[src/rtl/mtf_decoder.sv]
// mtf_decoder: move-to-front decoder.
// Rebuilds data words from a stream of literal / index tokens while keeping a
// recency list that tracks the encoder's list (entry 0 = most recent).
//
// Ports
//   clk_in, rst_n_in               clock, async active-low reset
//   tok_valid_in / tok_ready_out   token handshake
//   tok_hit_in                     1 = index token, 0 = literal token
//   tok_idx_in                     list index (hit tokens)
//   tok_lit_in                     literal value (literal tokens)
//   data_out / out_valid_out / out_ready_in   decoded word handshake
//   err_out                        one-cycle pulse: hit on an invalid entry
//   list_out                       entry i at [i*WIDTH +: WIDTH]
//   list_valid_out                 per-entry valid bits

// One list entry: loads d when ld is asserted.
module mtf_slot #(
  parameter int WIDTH = 8
) (
  input  logic             clk_in,
  input  logic             rst_n_in,
  input  logic             ld,
  input  logic [WIDTH-1:0] d,
  output logic [WIDTH-1:0] q
);
  always_ff @(posedge clk_in or negedge rst_n_in)
    if (!rst_n_in) q <= '0;
    else if (ld)   q <= d;
endmodule

module mtf_decoder #(
  parameter  int WIDTH = 8,
  parameter  int NUM   = 4,
  localparam int IDXW  = $clog2(NUM)
) (
  input  logic                 clk_in,
  input  logic                 rst_n_in,
  input  logic                 tok_valid_in,
  output logic                 tok_ready_out,
  input  logic                 tok_hit_in,
  input  logic [IDXW-1:0]      tok_idx_in,
  input  logic [WIDTH-1:0]     tok_lit_in,
  output logic [WIDTH-1:0]     data_out,
  output logic                 out_valid_out,
  input  logic                 out_ready_in,
  output logic                 err_out,
  output logic [NUM*WIDTH-1:0] list_out,
  output logic [NUM-1:0]       list_valid_out
);

  logic [NUM-1:0][WIDTH-1:0] ent, ent_d;
  logic [NUM-1:0]            shift;
  logic [WIDTH-1:0]          hit_val, head;
  logic                      hit_vld, accept, lit, hit_ok, hit_bad;

  assign tok_ready_out = !out_valid_out || out_ready_in;
  assign accept        = tok_valid_in && tok_ready_out;

  // Index lookup. An index beyond NUM-1 matches no entry, so it reads as
  // invalid and falls into the error path without a separate range check.
  always_comb begin
    hit_val = '0;
    hit_vld = 1'b0;
    for (int i = 0; i < NUM; i++)
      if (tok_idx_in == IDXW'(i)) begin
        hit_val = ent[i];
        hit_vld = list_valid_out[i];
      end
  end

  assign lit     = !tok_hit_in;
  assign hit_ok  = tok_hit_in && hit_vld;
  assign hit_bad = tok_hit_in && !hit_vld;
  assign head    = lit ? tok_lit_in : hit_val;

  // Literal shifts the whole list; a hit shifts entries 0..k only, and the
  // hit value lands at the front. A k=0 hit reloads entry 0 with itself.
  always_comb begin
    ent_d[0] = head;
    for (int j = 1; j < NUM; j++) ent_d[j] = ent[j-1];
    for (int j = 0; j < NUM; j++)
      shift[j] = accept && (lit || (hit_ok && (int'(tok_idx_in) >= j)));
  end

  for (genvar g = 0; g < NUM; g++) begin : g_slot
    mtf_slot #(.WIDTH(WIDTH)) u_slot (
      .clk_in  (clk_in),
      .rst_n_in(rst_n_in),
      .ld      (shift[g]),
      .d       (ent_d[g]),
      .q       (ent[g])
    );
  end

  assign list_out = ent;

  // Valid bits always form a contiguous prefix; only literals grow it.
  always_ff @(posedge clk_in or negedge rst_n_in)
    if (!rst_n_in)          list_valid_out <= '0;
    else if (accept && lit) list_valid_out <= {list_valid_out[NUM-2:0], 1'b1};

  always_ff @(posedge clk_in or negedge rst_n_in) begin
    if (!rst_n_in) begin
      data_out      <= '0;
      out_valid_out <= 1'b0;
      err_out       <= 1'b0;
    end else begin
      err_out <= accept && hit_bad;
      if (accept) begin
        data_out      <= hit_bad ? '0 : head;
        out_valid_out <= 1'b1;
      end else if (out_ready_in) begin
        out_valid_out <= 1'b0;
      end
    end
  end

endmodule

[config.mk]
export PLATFORM = sky130hd
export DESIGN_NAME = mtf_decoder
export DESIGN_NICKNAME = d
export VERILOG_FILES = /design/src/rtl/mtf_decoder.sv
export SDC_FILE = /design/constraint.sdc
export NUM_CORES = 1
export LEC_CHECK = 0
export ABC_AREA = 1
export BUFFER_PORTS_ARGS = -buffer_cell sky130_fd_sc_hd__buf_4
export CAP_MARGIN = 0
export CORE_MARGIN = 1
export CORE_UTILIZATION = 24
export DETAILED_ROUTE_END_ITERATION = 6
export HOLD_SLACK_MARGIN = 0.06
export PLACE_DENSITY_LB_ADDON = 0.1
export SLEW_MARGIN = 20
export SYNTH_ARGS = -nofsm -noshare
export SYNTH_HDL_FRONTEND = slang
export SYNTH_SLANG_ARGS = --single-unit
export TNS_END_PERCENT = 50
[constraint.sdc]
create_clock -name clk_in -period 1.85 [get_ports clk_in]
set_clock_uncertainty 0.1 [all_clocks]
set_input_delay 0.0925 -clock clk_in [delete_from_list [all_inputs] [get_ports clk_in]]
set_output_delay 0.0925 -clock clk_in [all_outputs]
set_load 0.02 [all_outputs]
-- Word level (Yosys, flattened, before mapping)
Cells that the tools add are included.
- multiplexer cells: 12
- reductions and logical operators: 22
- order comparisons: 3
- eq/ne operators: 3
- operators with widths (kind ; count):
    8-bit two-way mux ; 6
    1-bit logical AND ; 12
    1-bit two-way mux ; 6
    1-bit logical OR ; 5
    2-bit equality test (second input constant) ; 2
    2-bit greater-or-equal comparator (second input constant) ; 2
    1-bit logical NOT ; 3
    2-bit by 1-bit equality test with 1-bit output (second input constant) ; 1
    2-bit by 1-bit greater-or-equal comparator with 1-bit output (second input constant) ; 1
    2-bit logical NOT ; 1
    2-bit nonzero test ; 1
- bits in registers: 46
- input bits: 15
- output and inout bits: 47
- logic and storage cells: 48

-- Logic depth before layout (Yosys ltp)
Gate-level depths: netlist of the first run.
- word-level depth: 9
- gate-level depth with buffers: 10
- depth with buffers taken out: 9

-- Modules after synthesis
From an unflattened synthesis of the first run, not the netlist that was laid out.
- cell total of the unflattened synthesis: 285
- area, all modules: 2165.8 µm²
- by module, submodules not included (module ; times used ; sequential area each (µm²) ; area each (µm²) ; cells each):
    mtf_slot ; 4 ; 200.2 ; 305.3 ; 34
    mtf_decoder ; 1 ; 350.3 ; 944.7 ; 149

-- Least setup slack after synthesis of the first run
Ideal clock, no wire load.
- kind: flip-flop to flip-flop
- from: reg out_valid_out
- to: reg g_slot[1].u_slot.q[5]
- arrival time: 1.426 ns
- path slack: 0.258 ns
- required time: 1.684 ns
- path buffers: 2
- period minus slack after synthesis: 1.592 ns
- cell stages (with the launch flop): 8
- setup time: 0.066 ns
- path through: dfrtp_1 -> nand2_1 -> nand2_1 -> inv_1 -> buf_2 -> buf_2 -> nand4_1 -> nand2_1
- word-level cells in the longest chain between the ends: 4
- RTL lines (item ; RTL line ; text):
    start: declaration ; 44 ; output logic out_valid_out,
    start signal: assignment ; 105 ; out_valid_out <= 1'b0;
    start signal: assignment ; 111 ; out_valid_out <= 1'b1;
    start signal: assignment ; 113 ; out_valid_out <= 1'b0;
    1-bit logical NOT ; 56 ; assign tok_ready_out = !out_valid_out || out_ready_in;
    1-bit logical OR ; 56 ;
    named net tok_ready_out ; 39 ; output logic tok_ready_out,
    1-bit logical AND ; 57 ; assign accept = tok_valid_in && tok_ready_out;
    1-bit logical AND ; 82 ; shift[j] = accept && (lit || (hit_ok && (int'(tok_idx_in) >= j)));
    end signal: assignment ; 27 ; if (!rst_n_in) q <= '0;
    end signal: assignment ; 28 ; else if (ld) q <= d;
    end: declaration ; 24 ; output logic [WIDTH-1:0] q
The timed path passes the listed nets, and every way through them passes these cells.
A chain may end at the register's enable or synchronous reset.

-- Worst setup path after layout of the first run
- from: in out_ready_in
- to: reg g_slot[1].u_slot.q[5]
- word-level cells in the longest chain between the ends: 3
- RTL lines (item ; RTL line ; text):
    start: declaration ; 45 ; input logic out_ready_in,
    1-bit logical OR ; 56 ;
    1-bit logical AND ; 57 ;
    1-bit logical AND ; 82 ;
Every way passes these cells.

==> run summary, run 1 <==
The run finished with clean final reports. The number of antenna-violating nets in the routed design came out at 0. The maximum number of buffers from clock root to sink came out at 2. Walking the worst path, the cells encountered are dlygate4sd3_1 -> buf_4 -> inv_1 -> nand2_1 -> nand2_1 -> inv_1 -> buf_4 -> nand3_4 -> nand2_1 -> nand2_1. Setup repair after global routing left no endpoint under its margin. The detailed-route wire length is 6390 µm.

The clock latency on the worst-skew pair came out at 0.30 ns. The top-level port count came out at 62. The startpoint identified for the worst register-to-register timing path is out_valid_out$_DFFE_PN0P_. For this run, design rule violations remaining after detail routing come to 0. Summed over all failing endpoints, the final setup total negative slack is 0 ns. The most critical setup path has its startpoint at out_ready_in. The proportion of total power due to net switching came out at 39.7%. The number of input and output port buffers inserted came out at just over 60. The tree is rooted in a sky130_fd_sc_hd__clkbuf_8. The static leakage is 1.65 nW. The final count of negative-setup-slack endpoints is 0. The number of instances in the synthesized netlist is 278.

The total grt overflow came out at 0. The worst voltage drop across the vdd grid came out at 0.362 mV. The analysis attributes to net switching a power of roughly 1.4 mW.

The standard cell with the maximum stage delay on the critical path is sky130_fd_sc_hd__dlygate4sd3_1. The depth of the worst register-to-register path is 7. The synthesized design contains 46 register bits.

The final-report hold violation count came out at 0. The overall track demand over capacity in global routing came out at 14.2%. Setup slack on the worst reg-to-reg path comes out at approximately 0.36 ns. The final count of pins violating max slew came out at 0.

Counting stages on the worst path, the most repeated cell is sky130_fd_sc_hd__nand2_1. The post-layout instance area is 2980 µm². In this run, flip-flops and latches consume between 40% and 50% of the power. Entering global routing, the biggest net connects 47 pins. Once placement completed, the tool counted placed cells totaling 446. The number of different library cells used by synthesis comes to 20.

The average routed wire per standard cell is about 14 µm. At the pin with the least slew margin, the transition time is 0.615 ns. The initial antenna violation count was 0. The share of synthesized registers carrying an async set or reset came out at 100%. Clock-pin slew was measured on the worst setup and hold paths at 0.10 ns. The total power consumption of the routed design is roughly 3.5 mW.

In this run, the number of DRC markers left after iteration 0 of detailed routing was 87. The data arrival time of the critical path is between 1.5 and 2 ns. The delay of the slowest cell on the worst path came out at 0.53 ns. The core region area came out at 8760 µm². In the final layout, the share of cells above drive strength 1 is 25.0%. The internal power is 2.09 mW. When the netlist entered floorplanning its net count stood at 293.

The area of the die is approximately 9500 µm². In this run the tightest slew margin relative to its limit is 59.0%. The portion of total power attributed to combinational logic is approximately 36%.

The layout overhead on the synthesized area is 35.9%. The number of antenna repair diodes is 0. In this run, synthesis inferred 0 flip-flops with an integrated enable. The post-layout minimum cycle time came out at 1.54 ns. The most used flip-flop cell after synthesis is sky130_fd_sc_hd__dfrtp_1.

The total cell area at the placement stage came out at 2780 µm². The endpoint identified for the worst register-to-register timing path is g_slot[1].u_slot.q[5]$_DFFE_PN0P_. Following the worst setup path forward leads to its endpoint at g_slot[1].u_slot.q[5]$_DFFE_PN0P_. The initial standard-cell utilization of the core came out at 25.0%. The final hold slack is ~0.1 ns. The power share of the clock group came out at 19.1%.

In this run the power density over the cells is 1160 nW/µm². Clock tree synthesis inserted a total of 5 buffers. TritonCTS built the clock tree. The sequential fraction of the synthesis area is 52.6%.

Counting instances, the worst hold path has a depth of 4. Across all layers, the routed design uses 2,006 vias. The highest clock rate is about 650 MHz.

The max-capacitance violation count is 0. The detailed-router iteration count before antenna repair is 4. The via density per instance came out at 4.32.

After floorplanning, the core was divided into 34 placement rows. The depth of the CTS H-tree is 2. During synthesis, Yosys emitted a total of 0 warnings. The highest fanout seen on the critical path came out at 18.

The congestion estimate from routability-driven global placement came to 0.765. The startpoint type of the worst setup path is an input port. The first-pass GRT wire length came out at 10,700 µm.

The post-layout net count is 370. The area of the mapped netlist came out at about 2200 µm². The vertical die dimension is 97.5 µm. In this run, post-CTS repair resized a total of 0 instances. The CTS sink count came out at 46.

At the worst endpoint, the required time is 1.95 ns. The min-delay analysis places its worst path in the category input port to register. The via count of the first global-routing pass is 2,010. The width of the die is 97.5 µm. The mean instance size in the synthesized netlist is approximately 7.9 µm². The ratio of final minimum period to clock period came out at 83.4%. Once detailed placement completed, the half-perimeter wirelength came to 4720 µm. STA classifies the critical path endpoint as a register.

The count of placed standard cells in the final layout, fillers left out came out at 464. The worst setup path is of the input port to register kind.
[sequential cells by signal, indices dropped and copies added, names as in the netlist]
register / cells
data_out: 8
err_out: 1
g_slot.u_slot.q: 32
list_valid_out: 4
out_valid_out: 1
[layout by cell type, fill, tap and decap left out, drive strengths merged]
cell / Yosys / layout
nand4: 16 / 16
a21oi: 1 / 1
dfrtp: 46 / 46
nand3: 20 / 20
nor2: 21 / 21
nand2: 143 / 143
dlygate4sd3: 0 / 10
buf: 8 / 69
o21ai: 11 / 11
clkbuf: 1 / 6
inv: 10 / 10
clkinvlp: 0 / 1
clkinv: 1 / 2
[layout make-up]
cell class              count  area [µm²]
flip-flops and latches     46        1150
well taps                 108         135
fillers                   952        5790
inverters                  11        41.3
clock buffers               6        82.6
clock inverters             2        12.5
repair buffers             79         618
multi-input cells         212         935
[layer usage]
metal / vias to the layer above / track usage (%) / part of all wire, %
met5: - / 0 / 0
met4: 0 / 3.39 / 0.56
met3: 2 / 2.81 / 2.9
met2: 30 / 23.1 / 47
met1: 925 / 19.4 / 50
li1: 1049 / - / -
[power by group through the flow]
stage | clock, mW | combinational (mW) | sequential, mW
floorplan | 0 | 0.389 | 1.79
global route | 0.725 | 1.38 | 1.59
detailed placement | 0 | 1.26 | 1.56
global placement | 0 | 1.26 | 1.56
finish | 0.662 | 1.26 | 1.54
CTS | 0.682 | 1.28 | 1.54
[critical path, delay by kind of cell]
family                 cells  cell delay (ns)
buffers and inverters      5             1.08
and+or+nand+nor            5             0.45
[metrics by stage]
step | setup slack, ns | utilization [%]
6_report | 0.308 | 34.0
5_1_grt | 0.166 | 34.0
4_1_cts | 0.316 | 34.0
3_5_place_dp | 0.360 | 31.7
3_3_place_gp | 0.370 | 31.7
2_1_floorplan | 0.258 | -
[what timing repair did]
item	in CTS	in global routing
hold endpoints to repair	63	0
hold buffers	10	0
buffers inserted	0	0
[worst min-delay path by stage]
stage | to | from | slack (ns)
3_5_place_dp | g_slot[3].u_slot.q[5]$_DFFE_PN0P_ | rst_n_in | 0.06
6_report | out_valid_out$_DFFE_PN0P_ | tok_valid_in | 0.1
4_1_cts | out_valid_out$_DFFE_PN0P_ | tok_valid_in | 0.10
3_3_place_gp | g_slot[3].u_slot.q[6]$_DFFE_PN0P_ | rst_n_in | 0.06
2_1_floorplan | data_out[0]$_DFFE_PN0P_ | rst_n_in | -0.30
5_1_grt | out_valid_out$_DFFE_PN0P_ | tok_valid_in | 0.11
[synthesized netlist by cell type, types with 2 or more instances]
cell / number / area share, %
sky130_fd_sc_hd__buf_2: 5 / 1.1
sky130_fd_sc_hd__nand3_4: 2 / 1.6
sky130_fd_sc_hd__inv_2: 2 / 0.34
sky130_fd_sc_hd__nand4_1: 16 / 4.6
sky130_fd_sc_hd__inv_1: 8 / 1.4
sky130_fd_sc_hd__nand2_1: 138 / 24
sky130_fd_sc_hd__dfrtp_1: 46 / 53
sky130_fd_sc_hd__nand2_2: 4 / 1.1
sky130_fd_sc_hd__o21ai_0: 10 / 2.3
sky130_fd_sc_hd__nor2_2: 2 / 0.57
sky130_fd_sc_hd__nand3_1: 18 / 4.1
sky130_fd_sc_hd__nor2_1: 19 / 3.3
[cell families (layout without fill, tap and decap cells)]
logic type	Yosys count	in the layout	synth area share [%]
AOI/OAI and AO/OA	12	12	3.26
buffers and inverters	20	98	4.74
DFF	46	46	52.6
and+or+nand+nor	200	200	39.4
No activity file was read; power rests on OpenSTA's default activity.
==> run 2, diff against run 1 <==
Settings changed: ABC_AREA 1 to 0.
Clock period 1.85 ns to 1.6 ns, I/O delays scaled along.
==> run 2 against run 1 <==
Clock-buffer cell count fell by 1. Worst hold slack worse by 0.026 ns. Critical endpoint is now g_slot[1].u_slot.q[3]$_DFFE_PN0P_. Worst setup slack worse by 0.46 ns. Sequential power up 25%. The flow now finishes with violations (setup timing). Sequential share of layout area down 2.7 points. Global-route usage is 0.31 points lower. Core utilization rose by 4.9 points. Die area decreased by 5.9%. Register-to-register slack got worse by 0.51 ns. Via count is 17% lower.
==> run summary, run 2 <==
Run status: complete, but fails checks (was finished clean). The checks that failed: setup timing. The synthesis warning total came out at 0 (unchanged). The flip-flop and latch count after synthesis came out at 46 (unchanged).

The standard cell with the maximum stage delay on the critical path is sky130_fd_sc_hd__dfrtp_2 (was sky130_fd_sc_hd__dlygate4sd3_1). The first-pass GRT wire length is 9250 µm (was 10,700 µm). The via count of the first global-routing pass is 1,710 (was 2,010). The share of synthesized cell area in and, or, nand and nor gates came out at 6.26% (was 39.4%).

The total CTS buffers came out at 5 (unchanged). The vertical die dimension was 94.6 µm (was 97.5 µm). The weighted congestion at the end of routability-driven global placement came to 0.715 (was 0.765). The starting DRC count in detailed routing came out at 34 (was 87).

The final HPWL from detailed placement is 4280 µm (was 4720 µm). The count of standard-cell rows came out at 33 (was 34). The initial antenna violation count came to 0 (unchanged). The clock tree from TritonCTS is built (unchanged). The CTS sink count was 46 (unchanged). The kind of end point of the critical path is a register (unchanged). The share of synthesized registers carrying an async set or reset is 100% (unchanged). The initial standard-cell utilization of the core is 24.9% (was 25.0%). RSZ-0062 raised after global routing: true (was false). The post-synthesis net count is 179 (was 293). The proportion of netlist area held by the largest area contributor came out at 55.9% (was 52.6%).

The register with the most flip-flops is g_slot.u_slot.q (unchanged). The data arrival time of the critical path is 1.84 ns (was 1.64 ns). The post-layout minimum cycle time is 1.75 ns. The delay of the slowest cell on the worst path came out at 0.36 ns (was 0.53 ns). The detailed-router iteration count before antenna repair came to 4 (unchanged).

The total grt overflow came out at 0 (unchanged). The layout overhead on the synthesized area came out at 55.7% (was 35.9%). The final-report hold violation count came out at 0 (unchanged). The highest fanout seen on the critical path is 8 (was 18). The path category of the worst min-delay check was input port to register (unchanged). The maximum number of buffers from clock root to sink was 2 (unchanged). The worst setup slack before clock tree synthesis came out at -0.152 ns (was 0.360 ns).

The ratio of final minimum period to clock period is 110%. The startpoint type of the worst setup path is a register (was input port). The flip-flop count of the largest register after layout is 32 (unchanged). Top cells by count, synth: 46 x sky130_fd_sc_hd__dfrtp_1, 28 x sky130_fd_sc_hd__mux2_2, 21 x sky130_fd_sc_hd__o21ai_0 (was 138 x sky130_fd_sc_hd__nand2_1, 46 x sky130_fd_sc_hd__dfrtp_1, 19 x sky130_fd_sc_hd__nor2_1). The top-level port count came out at 62 (unchanged). The fill cell total of the finished layout came to 828 (was 952). The most used flip-flop cell after synthesis is sky130_fd_sc_hd__dfrtp_1 (unchanged). The width of the die was 94.6 µm (was 97.5 µm). The share of cells above drive strength 1 is 55.4% (was 25.0%). The post-synthesis cell type count is 26 (was 20). The setup slack after layout is -0.153 ns (was 0.308 ns). The number of instances in the synthesized netlist came to 164 (was 278). The core region area came to 8260 µm² (was 8760 µm²). The classification of the worst setup path is register to register (was input port to register). The most common cell in the netlist is sky130_fd_sc_hd__dfrtp_1 (was sky130_fd_sc_hd__nand2_1).

The via density per instance came out at 4.48 (was 4.32). The worst voltage drop across the vdd grid came to 0.688 mV (was 0.362 mV). The relative slew slack is 59.8% (was 59.0%). The area of the die is 8950 µm² (was 9510 µm²). The depth of the CTS H-tree was 2 (unchanged). Largest registers: g_slot.u_slot.q: 32 flops, data_out: 8 flops, list_valid_out: 4 flops (unchanged). The static leakage came out at 1.53 nW (was 1.65 nW).

The compound-cell area share of the yosys netlist is 12.2% (was 3.26%). The detailed-route wire length is 5790 µm (was 6390 µm). The root cell of the clock tree is sky130_fd_sc_hd__clkbuf_8 (unchanged). The area of the mapped netlist came out at 2060 µm² (was 2190 µm²). The number of antenna repair diodes was 0 (unchanged). Commonest non-fill, non-tap cells in the layout: 82 x sky130_fd_sc_hd__buf_4, 44 x sky130_fd_sc_hd__dfrtp_1, 21 x sky130_fd_sc_hd__mux2_2 (was 138 x sky130_fd_sc_hd__nand2_1, 69 x sky130_fd_sc_hd__buf_4, 46 x sky130_fd_sc_hd__dfrtp_1). The post-layout net count came out at 281 (was 370). The area share of xor/xnor cells in the synthesized design is 0% (unchanged). The cell area power density is 1490 nW/µm² (was 1160 nW/µm²). The total power consumption of the routed design came out at 4.78 mW (was 3.46 mW).

The average routed wire per standard cell is 15.6 µm (was 13.8 µm). The overall track demand over capacity in global routing is 13.9% (was 14.2%). The pin count of the biggest net entering global routing came out at 47 (unchanged). The number of enable flip-flop cells after synthesis was 0 (unchanged). The number of input and output port buffers inserted is 61 (unchanged). Worst-path cell chain: or2b_4 -> a32o_2 -> nor3_4 -> buf_12 -> mux2_2 (was dlygate4sd3_1 -> buf_4 -> inv_1 -> nand2_1 -> nand2_1 -> inv_1 -> buf_4 -> nand3_4 -> nand2_1 -> nand2_1). The post-synthesis mux area share came out at 23.6% (was 0%). The data required time of the worst path came to 1.69 ns (was 1.95 ns).

The final count of pins violating max slew came out at 0 (unchanged). The total vias in the final route is 1,665 (was 2,006). The commonest non-fill, non-tap cell in the layout is sky130_fd_sc_hd__buf_4 (was sky130_fd_sc_hd__nand2_1). The final count of negative-setup-slack endpoints is 18 (was 0).

The highest clock rate is 570 MHz. The number of antenna-violating nets in the routed design came out at 0 (unchanged). The adder-cell share of the synthesized area is 0% (unchanged).

The largest area contributor in the synthesized netlist was sky130_fd_sc_hd__dfrtp_1 (unchanged). The clock latency on the worst-skew pair is 0.30 ns (about the same). The clock edge transition at the registers on the reported setup and hold paths is 0.09 ns (was 0.10 ns). The slew at the pin with the worst max-slew slack came out at 0.603 ns (was 0.615 ns). The main combinational cell family by area after synthesis is multiplexers (was simple AND/OR/NAND/NOR gates). The number of remaining DRC errors came to 0 (unchanged). The sequential fraction of the synthesis area was 55.9% (was 52.6%). The max-capacitance violation count is 0 (unchanged). Top cells by area in the synthesized netlist: sky130_fd_sc_hd__dfrtp_1 56%, sky130_fd_sc_hd__mux2_2 15%, sky130_fd_sc_hd__mux2i_1 8.3%, sky130_fd_sc_hd__o21ai_0 5.1%, sky130_fd_sc_hd__o22ai_1 2.4% (was sky130_fd_sc_hd__dfrtp_1 53%, sky130_fd_sc_hd__nand2_1 24%, sky130_fd_sc_hd__nand4_1 4.6%, sky130_fd_sc_hd__nand3_1 4.1%, sky130_fd_sc_hd__nor2_1 3.3%). The mean instance size in the synthesized netlist came out at 12.6 µm² (was 7.88 µm²).
-- run 2: cell count changes after synthesis, sizes merged, moves of 16 or more --
cell and change:
mux2 +28, mux2i +17, nor2 -17, nand2 -133, nand4 -16, nand3 -18
-- run 2: worst paths after layout --
check                      slack [ns]  depth (start not counted)                           endpoint                     startpoint
setup reg to reg                -0.15                          5  g_slot[1].u_slot.q[3]$_DFFE_PN0P_  list_valid_out[2]$_DFFE_PN0P_
max in group asynchronous        0.74                          2          out_valid_out$_DFFE_PN0P_                       rst_n_in
hold reg to reg                  0.39                          2            data_out[2]$_DFFE_PN0P_        data_out[2]$_DFFE_PN0P_
hold / removal                   0.07                          4          out_valid_out$_DFFE_PN0P_                   out_ready_in
min in group asynchronous        0.23                          2  g_slot[3].u_slot.q[4]$_DFFE_PN0P_                       rst_n_in
setup / recovery                -0.15                          5  g_slot[1].u_slot.q[3]$_DFFE_PN0P_  list_valid_out[2]$_DFFE_PN0P_
-- run 2: worst max-delay path, delay by kind of cell, from the launching register on --
kind            cells  cell delay [ns]
simple gates        2             0.41
mux                 1             0.33
compound gates      1             0.29
buf+inv             1             0.15
flops               1             0.36
-- run 2: cell families (layout without fill, tap and decap cells) --
family,after synthesis,in the layout
buffers and inverters,7,110
multiplexers,45,45
AND/OR/NAND/NOR,24,24
flip-flops,46,46
AO/OA/AOI/OAI,42,42
-- run 2: through the flow --
stage	instance area, µm²	cells	TNS [ns]	util [%]	hold WS, ns
after floorplan	2090	164	-4.53	-	-0.316
after global placement	2870	351	-2.53	34.7	0.0445
after detailed placement	2870	351	-3.10	34.7	0.0354
after CTS	3140	370	-2.34	38.1	0.0628
after global routing	3210	372	-3.41	38.8	0.0973
final	3210	372	-2.15	38.8	0.0710
-- run 2: report_power, final --
| part | internal (mW) | total [mW] | switching (mW) |
|---|---|---|---|
| combinational | 1.02 | 1.99 | 0.974 |
| sequential | 1.54 | 1.92 | 0.377 |
| clock | 0.460 | 0.865 | 0.404 |
-- run 2: final cells by class --
| type | count | area [µm²] | area share [%] |
|---|---|---|---|
| Sequential cell | 46 | 1150 | 36.0 |
| Multi-Input combinational cell | 111 | 973 | 30.4 |
| Timing Repair Buffer | 101 | 835 | 26.0 |
| Tap cell | 105 | 131 | 4.10 |
| Clock buffer | 5 | 68.8 | 2.15 |
| Clock inverter | 3 | 40.0 | 1.25 |
| Inverter | 1 | 3.75 | 0.117 |
-- run 2: per-layer routing --
layer | GRT usage, % | wire [µm] | up-vias
met3 | 3.06 | 269 | 7
met2 | 20.5 | 2480 | 50
met5 | 0 | 0 | -
met4 | 3.41 | 55 | 0
li1 | - | - | 802
met1 | 20.4 | 2980 | 806
-- run 2: timing repair --
item,4_1_cts,5_1_grt
hold buffers,10,0
buffers inserted,1,2
pin swaps,0,3
setup endpoints to repair,42,36
endpoints found under the hold margin,63,0
resized for setup,32,15
